[config.mk]
export PLATFORM = sky130hd
export DESIGN_NAME = guess_evaluator
export DESIGN_NICKNAME = d
export VERILOG_FILES = /design/src/rtl/wordle_pkg.sv /design/src/rtl/guess_evaluator_match.sv /design/src/rtl/guess_evaluator.sv
export SDC_FILE = /design/constraint.sdc
export NUM_CORES = 1
export LEC_CHECK = 0
export ABC_AREA = 1
export CAP_MARGIN = 20
export CORE_UTILIZATION = 45
export DETAILED_ROUTE_END_ITERATION = 16
export PLACE_DENSITY = 0.78
export SYNTH_ARGS = -nofsm -noshare
export SYNTH_HDL_FRONTEND = slang
export SYNTH_SLANG_ARGS = --single-unit
[constraint.sdc]
create_clock -name clk -period 2.45 [get_ports clk]
set_input_delay 0.735 -clock clk [delete_from_list [all_inputs] [get_ports clk]]
set_output_delay 0.735 -clock clk [all_outputs]
set_load 0.01 [all_outputs]
[src/rtl/wordle_pkg.sv]
// Shared Wordle constants, FSM encoding and the letter range check for the guess evaluator.
// Colors: grey=0, yellow=1, green=2. Letters: blank=0, A=1 .. Z=26.
package wordle_pkg;

  localparam int NUM_COLS = 5;
  localparam int LETTER_W = 5;
  localparam int COLOR_W  = 2;
  localparam int CELL_W   = COLOR_W + LETTER_W;
  localparam int ROW_W    = NUM_COLS * LETTER_W;
  localparam int RES_W    = NUM_COLS * CELL_W;

  localparam logic [2:0] MAX_GUESSES = 3'd6;
  localparam logic [2:0] LAST_COL    = 3'd4;

  localparam logic [COLOR_W-1:0] COLOR_GREY   = 2'd0;
  localparam logic [COLOR_W-1:0] COLOR_YELLOW = 2'd1;
  localparam logic [COLOR_W-1:0] COLOR_GREEN  = 2'd2;

  localparam logic [LETTER_W-1:0] LETTER_BLANK = 5'd0;
  localparam logic [LETTER_W-1:0] LETTER_A     = 5'd1;
  localparam logic [LETTER_W-1:0] LETTER_Z     = 5'd26;

  typedef enum logic [1:0] {
    ST_IDLE   = 2'd0,
    ST_GREEN  = 2'd1,
    ST_YELLOW = 2'd2,
    ST_DONE   = 2'd3
  } state_t;

  function automatic logic row_invalid(input logic [ROW_W-1:0] row);
    logic bad;
    bad = 1'b0;
    for (int i = 0; i < NUM_COLS; i++) begin
      if (row[i*LETTER_W +: LETTER_W] < LETTER_A || row[i*LETTER_W +: LETTER_W] > LETTER_Z)
        bad = 1'b1;
    end
    return bad;
  endfunction

endpackage

[src/rtl/guess_evaluator_match.sv]
// Combinational search for the lowest target column holding a letter that no earlier
// green/yellow has claimed yet.
module lowest_unused_match
  import wordle_pkg::*;
(
  input  logic [4:0]  letter,
  input  logic [24:0] target,
  input  logic [4:0]  used,
  output logic        found,
  output logic [2:0]  idx
);

  // Scan high to low so the lowest matching column is the one left standing.
  always_comb begin
    found = 1'b0;
    idx   = 3'd0;
    for (int j = NUM_COLS - 1; j >= 0; j--) begin
      if (!used[j] && target[j*LETTER_W +: LETTER_W] == letter) begin
        found = 1'b1;
        idx   = 3'(j);
      end
    end
  end

endmodule

[src/rtl/guess_evaluator.sv]
// Scores one Wordle row: 5 green cycles, 5 yellow cycles, 1 done cycle; done 11 cycles after accept.
// Submits while busy or after game over are dropped. INVALID_CHECK_EN adds a letter range check with reject.
module guess_evaluator
  import wordle_pkg::*;
(
  input  logic        clk,
  input  logic        rst_n,
  input  logic        submit,
  input  logic [24:0] guess,
  input  logic [24:0] target,
  input  logic        new_game,
  output logic        busy,
  output logic        done,
  output logic [34:0] result,
  output logic [2:0]  guess_count,
  output logic        win,
  output logic        game_over,
  output logic        reject
);

  state_t                               state_q;
  logic [2:0]                           col_q;
  logic [ROW_W-1:0]                     g_q;
  logic [ROW_W-1:0]                     t_q;
  logic [NUM_COLS-1:0]                  used_q;
  logic [NUM_COLS-1:0][COLOR_W-1:0]     color_q;

  logic [LETTER_W-1:0] cur_g;
  logic [LETTER_W-1:0] cur_t;
  logic                m_found;
  logic [2:0]          m_idx;
  logic                all_green;
  logic [2:0]          next_count;
  logic [RES_W-1:0]    res_next;
  logic                accept;

  assign accept     = submit && state_q == ST_IDLE && !game_over && !new_game;
  assign next_count = (guess_count == MAX_GUESSES) ? guess_count : guess_count + 3'd1;

  always_comb begin
    cur_g     = '0;
    cur_t     = '0;
    all_green = 1'b1;
    res_next  = '0;
    for (int i = 0; i < NUM_COLS; i++) begin
      if (col_q == 3'(i)) begin
        cur_g = g_q[i*LETTER_W +: LETTER_W];
        cur_t = t_q[i*LETTER_W +: LETTER_W];
      end
      if (color_q[i] != COLOR_GREEN) all_green = 1'b0;
      res_next[i*CELL_W +: CELL_W] = {color_q[i], g_q[i*LETTER_W +: LETTER_W]};
    end
  end

  lowest_unused_match u_match (
    .letter (cur_g),
    .target (t_q),
    .used   (used_q),
    .found  (m_found),
    .idx    (m_idx)
  );

`ifdef INVALID_CHECK_EN
  logic reject_q;
  assign reject = reject_q;
`else
  assign reject = 1'b0;
`endif

  always_ff @(posedge clk) begin
    if (!rst_n) begin
      state_q     <= ST_IDLE;
      col_q       <= '0;
      g_q         <= '0;
      t_q         <= '0;
      used_q      <= '0;
      color_q     <= '0;
      busy        <= 1'b0;
      done        <= 1'b0;
      result      <= '0;
      guess_count <= '0;
      win         <= 1'b0;
      game_over   <= 1'b0;
`ifdef INVALID_CHECK_EN
      reject_q    <= 1'b0;
`endif
    end else begin
      done <= 1'b0;
`ifdef INVALID_CHECK_EN
      reject_q <= 1'b0;
`endif
      // new_game outranks everything, including an evaluation in flight.
      if (new_game) begin
        guess_count <= '0;
        win         <= 1'b0;
        game_over   <= 1'b0;
        busy        <= 1'b0;
        state_q     <= ST_IDLE;
      end else begin
        case (state_q)
          ST_IDLE: begin
            if (accept) begin
              g_q     <= guess;
              t_q     <= target;
              col_q   <= '0;
              used_q  <= '0;
              color_q <= '0;
`ifdef INVALID_CHECK_EN
              if (row_invalid(guess)) begin
                reject_q <= 1'b1;
              end else begin
                busy    <= 1'b1;
                state_q <= ST_GREEN;
              end
`else
              busy    <= 1'b1;
              state_q <= ST_GREEN;
`endif
            end
          end
          ST_GREEN: begin
            if (cur_g == cur_t) begin
              color_q[col_q] <= COLOR_GREEN;
              used_q[col_q]  <= 1'b1;
            end
            if (col_q == LAST_COL) begin
              col_q   <= '0;
              state_q <= ST_YELLOW;
            end else begin
              col_q <= col_q + 3'd1;
            end
          end
          ST_YELLOW: begin
            if (color_q[col_q] != COLOR_GREEN && m_found) begin
              color_q[col_q] <= COLOR_YELLOW;
              used_q[m_idx]  <= 1'b1;
            end
            if (col_q == LAST_COL) begin
              col_q   <= '0;
              state_q <= ST_DONE;
            end else begin
              col_q <= col_q + 3'd1;
            end
          end
          ST_DONE: begin
            result      <= res_next;
            done        <= 1'b1;
            busy        <= 1'b0;
            guess_count <= next_count;
            win         <= all_green;
            game_over   <= all_green || next_count == MAX_GUESSES;
            state_q     <= ST_IDLE;
          end
          default: state_q <= ST_IDLE;
        endcase
      end
    end
  end

endmodule

==> results of run 1 <==
## registers in the layout, indices dropped and copies added, names as in the netlist
name,cells
color_q,10
busy,1
game_over,1
g_q,25
used_q,5
col_q,3
t_q,25
win,1
result,35
guess_count,3
done,1
state_q,2
## layout make-up
class / count / area (um2) / area share
Clock inverter: 5 / 35.0 / 0.00446
Sequential cell: 112 / 2250 / 0.287
Timing Repair Buffer: 167 / 1600 / 0.203
Multi-Input combinational cell: 572 / 3200 / 0.408
Inverter: 91 / 357 / 0.0454
Clock buffer: 9 / 225 / 0.0287
Tap cell: 147 / 184 / 0.0234
## cells in the final DEF, fill, tap and decap left out, drive strengths merged, types with 2 or more instances in the layout
master and instances:
a211oi 12, o22ai 3, nor4 2, o211ai 11
buf 72, inv 91, o21ai 118, nand2 140
clkbuf 10, dfxtp 112, clkdlybuf4s50 94, nand4 3
a21oi 63, nor3 6, ha 12, nor2 137
nand3b 7, nand3 51, clkinv 4
## per-layer routing
metal	vias up	GRT usage	routed length, um
met5	-	0	0
met4	0	0.122	631
met3	61	0.0535	1190
met2	288	0.411	7670
met1	2736	0.351	7630
li1	2937	-	-
## worst paths after layout
path         startpoint          to  slack [ns]  cells past startpoint
min reg2reg   used_q[4]   used_q[4]        0.47                      2
max reg2reg    col_q[1]  color_q[2]       -0.22                     21
min           used_q[4]   used_q[4]        0.47                      2
max            col_q[1]  color_q[2]       -0.22                     21
## power groups by stage
stage | Sequential (mW) | Clock [mW] | Combinational [mW]
floorplan | 2.03 | 0 | 0.899
global placement | 2.05 | 0 | 1.43
detailed placement | 2.05 | 0 | 1.44
CTS | 2.01 | 1.37 | 1.57
global route | 2.03 | 1.44 | 2.05
finish | 2.02 | 1.34 | 1.87
## worst max-delay path: stages, from the launching register on
cell and delay (ns):
dfxtp_4 0.38, ha_4 0.17, ha_4 0.17, inv_6 0.09, buf_4 0.14, o21ai_2 0.07, inv_2 0.06, nand2_2 0.05
nand2_2 0.11, nand2_4 0.09, nand2_1 0.07, nand2_1 0.07, nor2_2 0.13, nand3_2 0.10, nand2_2 0.09, nor2_2 0.05
nand2_2 0.06, nand2_4 0.07, a21oi_4 0.26, buf_12 0.17, nand2_4 0.05, a21oi_2 0.14
## metrics by stage
step / power, mW / util
5_1_grt: 5.51 / 0.657
3_3_place_gp: 3.48 / 0.582
3_5_place_dp: 3.49 / 0.582
6_report: 5.24 / 0.657
2_1_floorplan: 2.92 / -
4_1_cts: 4.96 / 0.625
## cell families after synthesis
family                     count (synthesis)
xor gates and xnor gates                   1
adders and majority gates                 12
buffers and inverters                    125
and+or+nand+nor                          345
DFF                                      112
other                                      1
AOI/OAI and AO/OA                        211
## what timing repair did
item                                    4_1_cts  5_1_grt
endpoints found under the setup margin       15       15
buffers inserted                              6        8
resized for setup                            57       83
gates cloned                                  2        1
pin swaps                                    16       50
hold endpoints to repair                      0        0
==> impl_metrics.tcl, run 1 <==
set metrics [dict create \
    dieArea_um2 12700 \
    stdcell_area_um2 7850 \
    worst_pin_slew_ns 0.937 \
    tns_ns -2.53 \
    synth_xor_area_frac 0.00159 \
    setup_slack_ns -0.219 \
    synth-seq-cells 112 \
    cts_num_sinks 112 \
    max-slew-margin-rel 0.367 \
    syn_avg_cell_area_um2 6.82 \
    final_antenna_net_count 0 \
    place_area_um2 6960 \
    gp_congestion 0.983 \
    period_share 1.09 \
    peakVddDrop_uv 401 \
    synth.largest_area_cell "dfxtp_1" \
    area.growth.synth_to_final_pct 42.8 \
    synth_common_cells "134 x nor2_1, 124 x nand2_1, 112 x dfxtp_1, 108 x o21ai_0, 77 x inv_1" \
    fp.coreArea_um2 12000 \
    leakage_nw 3.29 \
    nets 1019 \
    postSynth.asyncResetShare 0 \
    synth_ff_type "dfxtp_1" \
    synth_top_family_by_area "simple AND/OR/NAND/NOR gates" \
    post-place-ws_ns -0.275 \
    clock_power_share 0.257 \
    grtUsageTotal 0.264 \
    skew_ns 0.00899 \
    synth_adder_area_share 0.0273 \
    antenna_found_initial 0 \
    dpl.hpwl_um 11400 \
    fin_cells 1103 \
    cts_root_buffer "clkbuf_16" \
    pwr-share-seq 0.385 \
    viasPerCell 5.46 \
    crit_required_ns 2.74 \
    violations "design-rule violations, negative setup slack" \
    drt-total-wl_um 17100 \
    yosys_warnings 0 \
    fp-row-count 40 \
    worstHoldPathType "reg2reg" \
    htreeDepth 3 \
    diodes 0 \
    grt-ovfl-total 0 \
    numCtsBuffers 9 \
    power_switching_mw 1.83 \
    min_period_ns 2.67 \
    whs_ns 0.472 \
    grt_max_degree 54 \
    num-fill-cells 993 \
    first_pass_iters 11 \
    synthTopCellsByArea "dfxtp_1 41%, o21ai_0 9.8%, nor2_1 9.1%, nand2_1 8.5%, a21oi_1 5.6%" \
    io_pins 97 \
    syn_area_um2 5500 \
    synth_mux_area_frac 0 \
    syn_inst 807 \
    drc 1 \
    yosysSeqAreaShare 0.408 \
    grt_pass1_wl_um 26600 \
    crit_fanout 7 \
    routedWlPerCell_um 15.5 \
    syn_nets 873 \
    die_h_um 113 \
    synth-edff-count 0 \
    critPathLaunchType "flop" \
    fmax_ghz 0.375 \
    drt_first_iter_violations 536 \
    rsz0062_at_grt "true" \
    synthMostInstantiatedCell "nor2_1" \
    die_w_um 113 \
    synth-compound-area-share 0.207 \
    yosysUniqueCellTypes 35 \
    cp.arrival_ns 2.96 \
    p_per_area_nw_per_um2 667 \
    holdBufCountCts 0 \
    drive_gt1_frac 0.215 \
    start_util 0.460 \
    path_clk_slew_ns 0.07 \
    yosys.area_share.simple 0.266 \
    tritoncts "yes" \
    status "finished, violations left" \
    final_hold_viol_count 0 \
    p_sw_frac 0.350 \
    p_comb_frac 0.358 \
    via_count 6022 \
    criticalPathCategory "reg2reg" \
    cap_violations 0 \
    clockBufferDepth 2 \
    clock_latency_ns 0.36 \
    io_buffers 95 \
    finalSetupViolCount 15 \
    critical_path.endpoint_type "flop" \
    grt_pass1_vias 5565 \
    final_max_slew_viol_count 0 \
    synth_top_area_frac 0.408 \
    p_int_mw 3.40 \
    placed_cells 1072 \
]
(Power assumes the default switching activity.)
==> run 2, diff against run 1 <==
--- a/config.mk
+++ b/config.mk
@@ -6,10 +6,10 @@
 export NUM_CORES = 1
 export LEC_CHECK = 0
 export ABC_AREA = 1
-export CAP_MARGIN = 20
-export CORE_UTILIZATION = 45
+export CAP_MARGIN = 15
+export CORE_UTILIZATION = 48
 export DETAILED_ROUTE_END_ITERATION = 16
-export PLACE_DENSITY = 0.78
+export PLACE_DENSITY = 0.82
 export SYNTH_ARGS = -nofsm -noshare
 export SYNTH_HDL_FRONTEND = slang
 export SYNTH_SLANG_ARGS = --single-unit
==> run 2 against run 1 <==
  * The flow finishes with violations (negative setup slack)
  * Global-route usage up 1.7 points
  * Clock skew grew 0.0049 ns
  * Largest power group unchanged
  * Count of clock-buffer cells in the layout did not move
  * Die area down 6.1%
  * Routed wire length is 2.1% higher
  * Highest routed layer unchanged
  * Flip-flop and latch count stayed put
  * Cell area fell by 0.37%
==> impl_metrics.tcl, run 2 (synthesis results as in run 1) <==
set metrics [dict create \
    final_common_cell "nor2_1" \
    finalSetupViolCount 15 \
    first_pass_iters 5 \
    gp_congestion 0.962 \
    skew_ns 0.0139 \
    worst_pin_slew_ns 0.909 \
    crit_required_ns 2.75 \
    area.growth.synth_to_final_pct 42.3 \
    io_buffers 95 \
    cts_root_buffer "clkbuf_16" \
    htreeDepth 3 \
    clock_power_share 0.270 \
    final_max_slew_viol_count 0 \
    post-route-util 0.712 \
    drt-total-wl_um 17500 \
    pwr-share-seq 0.376 \
    crit_fanout 6 \
    grtUsageTotal 0.281 \
    nets 1012 \
    period_share 1.11 \
    p_int_mw 3.42 \
    power_switching_mw 1.95 \
    seq_area_um2 2250 \
    clock_latency_ns 0.36 \
    multiInputGateArea_um2 3220 \
    fp.coreArea_um2 11000 \
    place_area_um2 6960 \
    fp-row-count 38 \
    peakVddDrop_uv 574 \
    numCtsBuffers 9 \
    tritoncts "yes" \
    critPathLaunchType "flop" \
    via_count 6077 \
    grt-ovfl-total 0 \
    drive_gt1_frac 0.211 \
    routedWlPerCell_um 16.0 \
    final_antenna_net_count 0 \
    status "finished, violations left" \
    grt_max_degree 71 \
    post-place-ws_ns -0.254 \
    final_cell_mix "121 x nor2_1, 109 x dfxtp_1, 99 x o21ai_0, 99 x nand2_1, 94 x clkdlybuf4s50_1" \
    leakage_nw 3.28 \
    viasPerCell 5.58 \
    dieArea_um2 11900 \
    top_regs "result: 35 flops, g_q: 25 flops, t_q: 25 flops" \
    path_clk_slew_ns 0.08 \
    critical_path.endpoint_type "flop" \
    violations "negative setup slack" \
    start_util 0.501 \
    whs_ns 0.476 \
    p_comb_frac 0.354 \
    final_hold_viol_count 0 \
    min_period_ns 2.72 \
    stdcell_area_um2 7830 \
    drt_first_iter_violations 578 \
    cts_num_sinks 112 \
    antenna_found_initial 0 \
    diodes 0 \
    max-slew-margin-rel 0.386 \
    cap_violations 0 \
    dpl.hpwl_um 11100 \
    largest_reg_flops 35 \
    drc 0 \
    top_register "result" \
    num-fill-cells 785 \
    holdBufCountCts 0 \
    clockBufferDepth 2 \
    criticalPathCategory "reg2reg" \
    die_w_um 109 \
    grt_pass1_vias 5387 \
    die_h_um 109 \
    fmax_ghz 0.367 \
    cp.arrival_ns 3.02 \
    p_sw_frac 0.363 \
    worstHoldPathType "reg2reg" \
    grt_pass1_wl_um 25900 \
    rsz0062_at_grt "true" \
    io_pins 97 \
    p_per_area_nw_per_um2 685 \
    setup_slack_ns -0.274 \
]
run 2: power by group through the flow:
stage          logic (mW)  clock network, mW  registers [mW]
2_1_floorplan       0.899                  0            2.03
3_3_place_gp         1.41                  0            2.04
3_5_place_dp         1.43                  0            2.04
4_1_cts              1.57               1.45            2.01
5_1_grt              2.05               1.54            2.03
6_report             1.90               1.45            2.02
run 2: repair_timing:
item                       CTS  global route
resized for setup           54            85
gates cloned                 2             1
buffers inserted             4             3
setup endpoints to repair   15            15
pin swaps                   21            36
run 2: worst max-delay path: stages (launching register included):
cell and delay (ns):
dfxtp_4 0.39, inv_4 0.05, buf_4 0.13, ha_4 0.17
buf_6 0.13, nand3_2 0.07, nand3_1 0.08, nand2_1 0.08
nand2_2 0.09, buf_6 0.14, nand3b_1 0.08, nand2_1 0.08
nor2_1 0.15, nand3_2 0.12, nand2_2 0.11, nor2_2 0.05
nand2_2 0.07, nand2_4 0.07, a21oi_4 0.24, clkbuf_16 0.20
nand2_4 0.04, a21oi_2 0.11
run 2: path summary, 6_finish.rpt:
path | cells past startpoint | slack [ns] | start | to
hold reg to reg | 2 | 0.48 | color_q[1] | result[6]
hold / removal | 2 | 0.48 | color_q[1] | result[6]
setup reg to reg | 21 | -0.27 | col_q[1] | color_q[2]
setup / recovery | 21 | -0.27 | col_q[1] | color_q[2]
run 2: final cells by class:
| class | instances | share of cell area |
|---|---|---|
| clock buffers | 9 | 0.0288 |
| clock inverters | 6 | 0.00783 |
| inverters | 91 | 0.0453 |
| multi-input cells | 572 | 0.411 |
| flip-flops and latches | 112 | 0.288 |
| well taps | 140 | 0.0224 |
| repair buffers | 160 | 0.197 |
run 2: per-layer routing:
layer,vias up,routed length [um],global-route usage
met5,-,0,0
met4,0,592,0.127
met3,61,1410,0.0538
met2,332,8060,0.454
met1,2766,7410,0.362
li1,2918,-,-
run 2: per-stage QoR:
| stage | total power [mW] | instances | TNS [ns] |
|---|---|---|---|
| 5_1_grt | 5.62 | 1090 | -5.37 |
| 2_1_floorplan | 2.92 | 807 | 0 |
| 6_report | 5.36 | 1090 | -3.30 |
| 3_3_place_gp | 3.46 | 1065 | -4.24 |
| 4_1_cts | 5.03 | 1086 | -0.715 |
| 3_5_place_dp | 3.47 | 1065 | -4.44 |
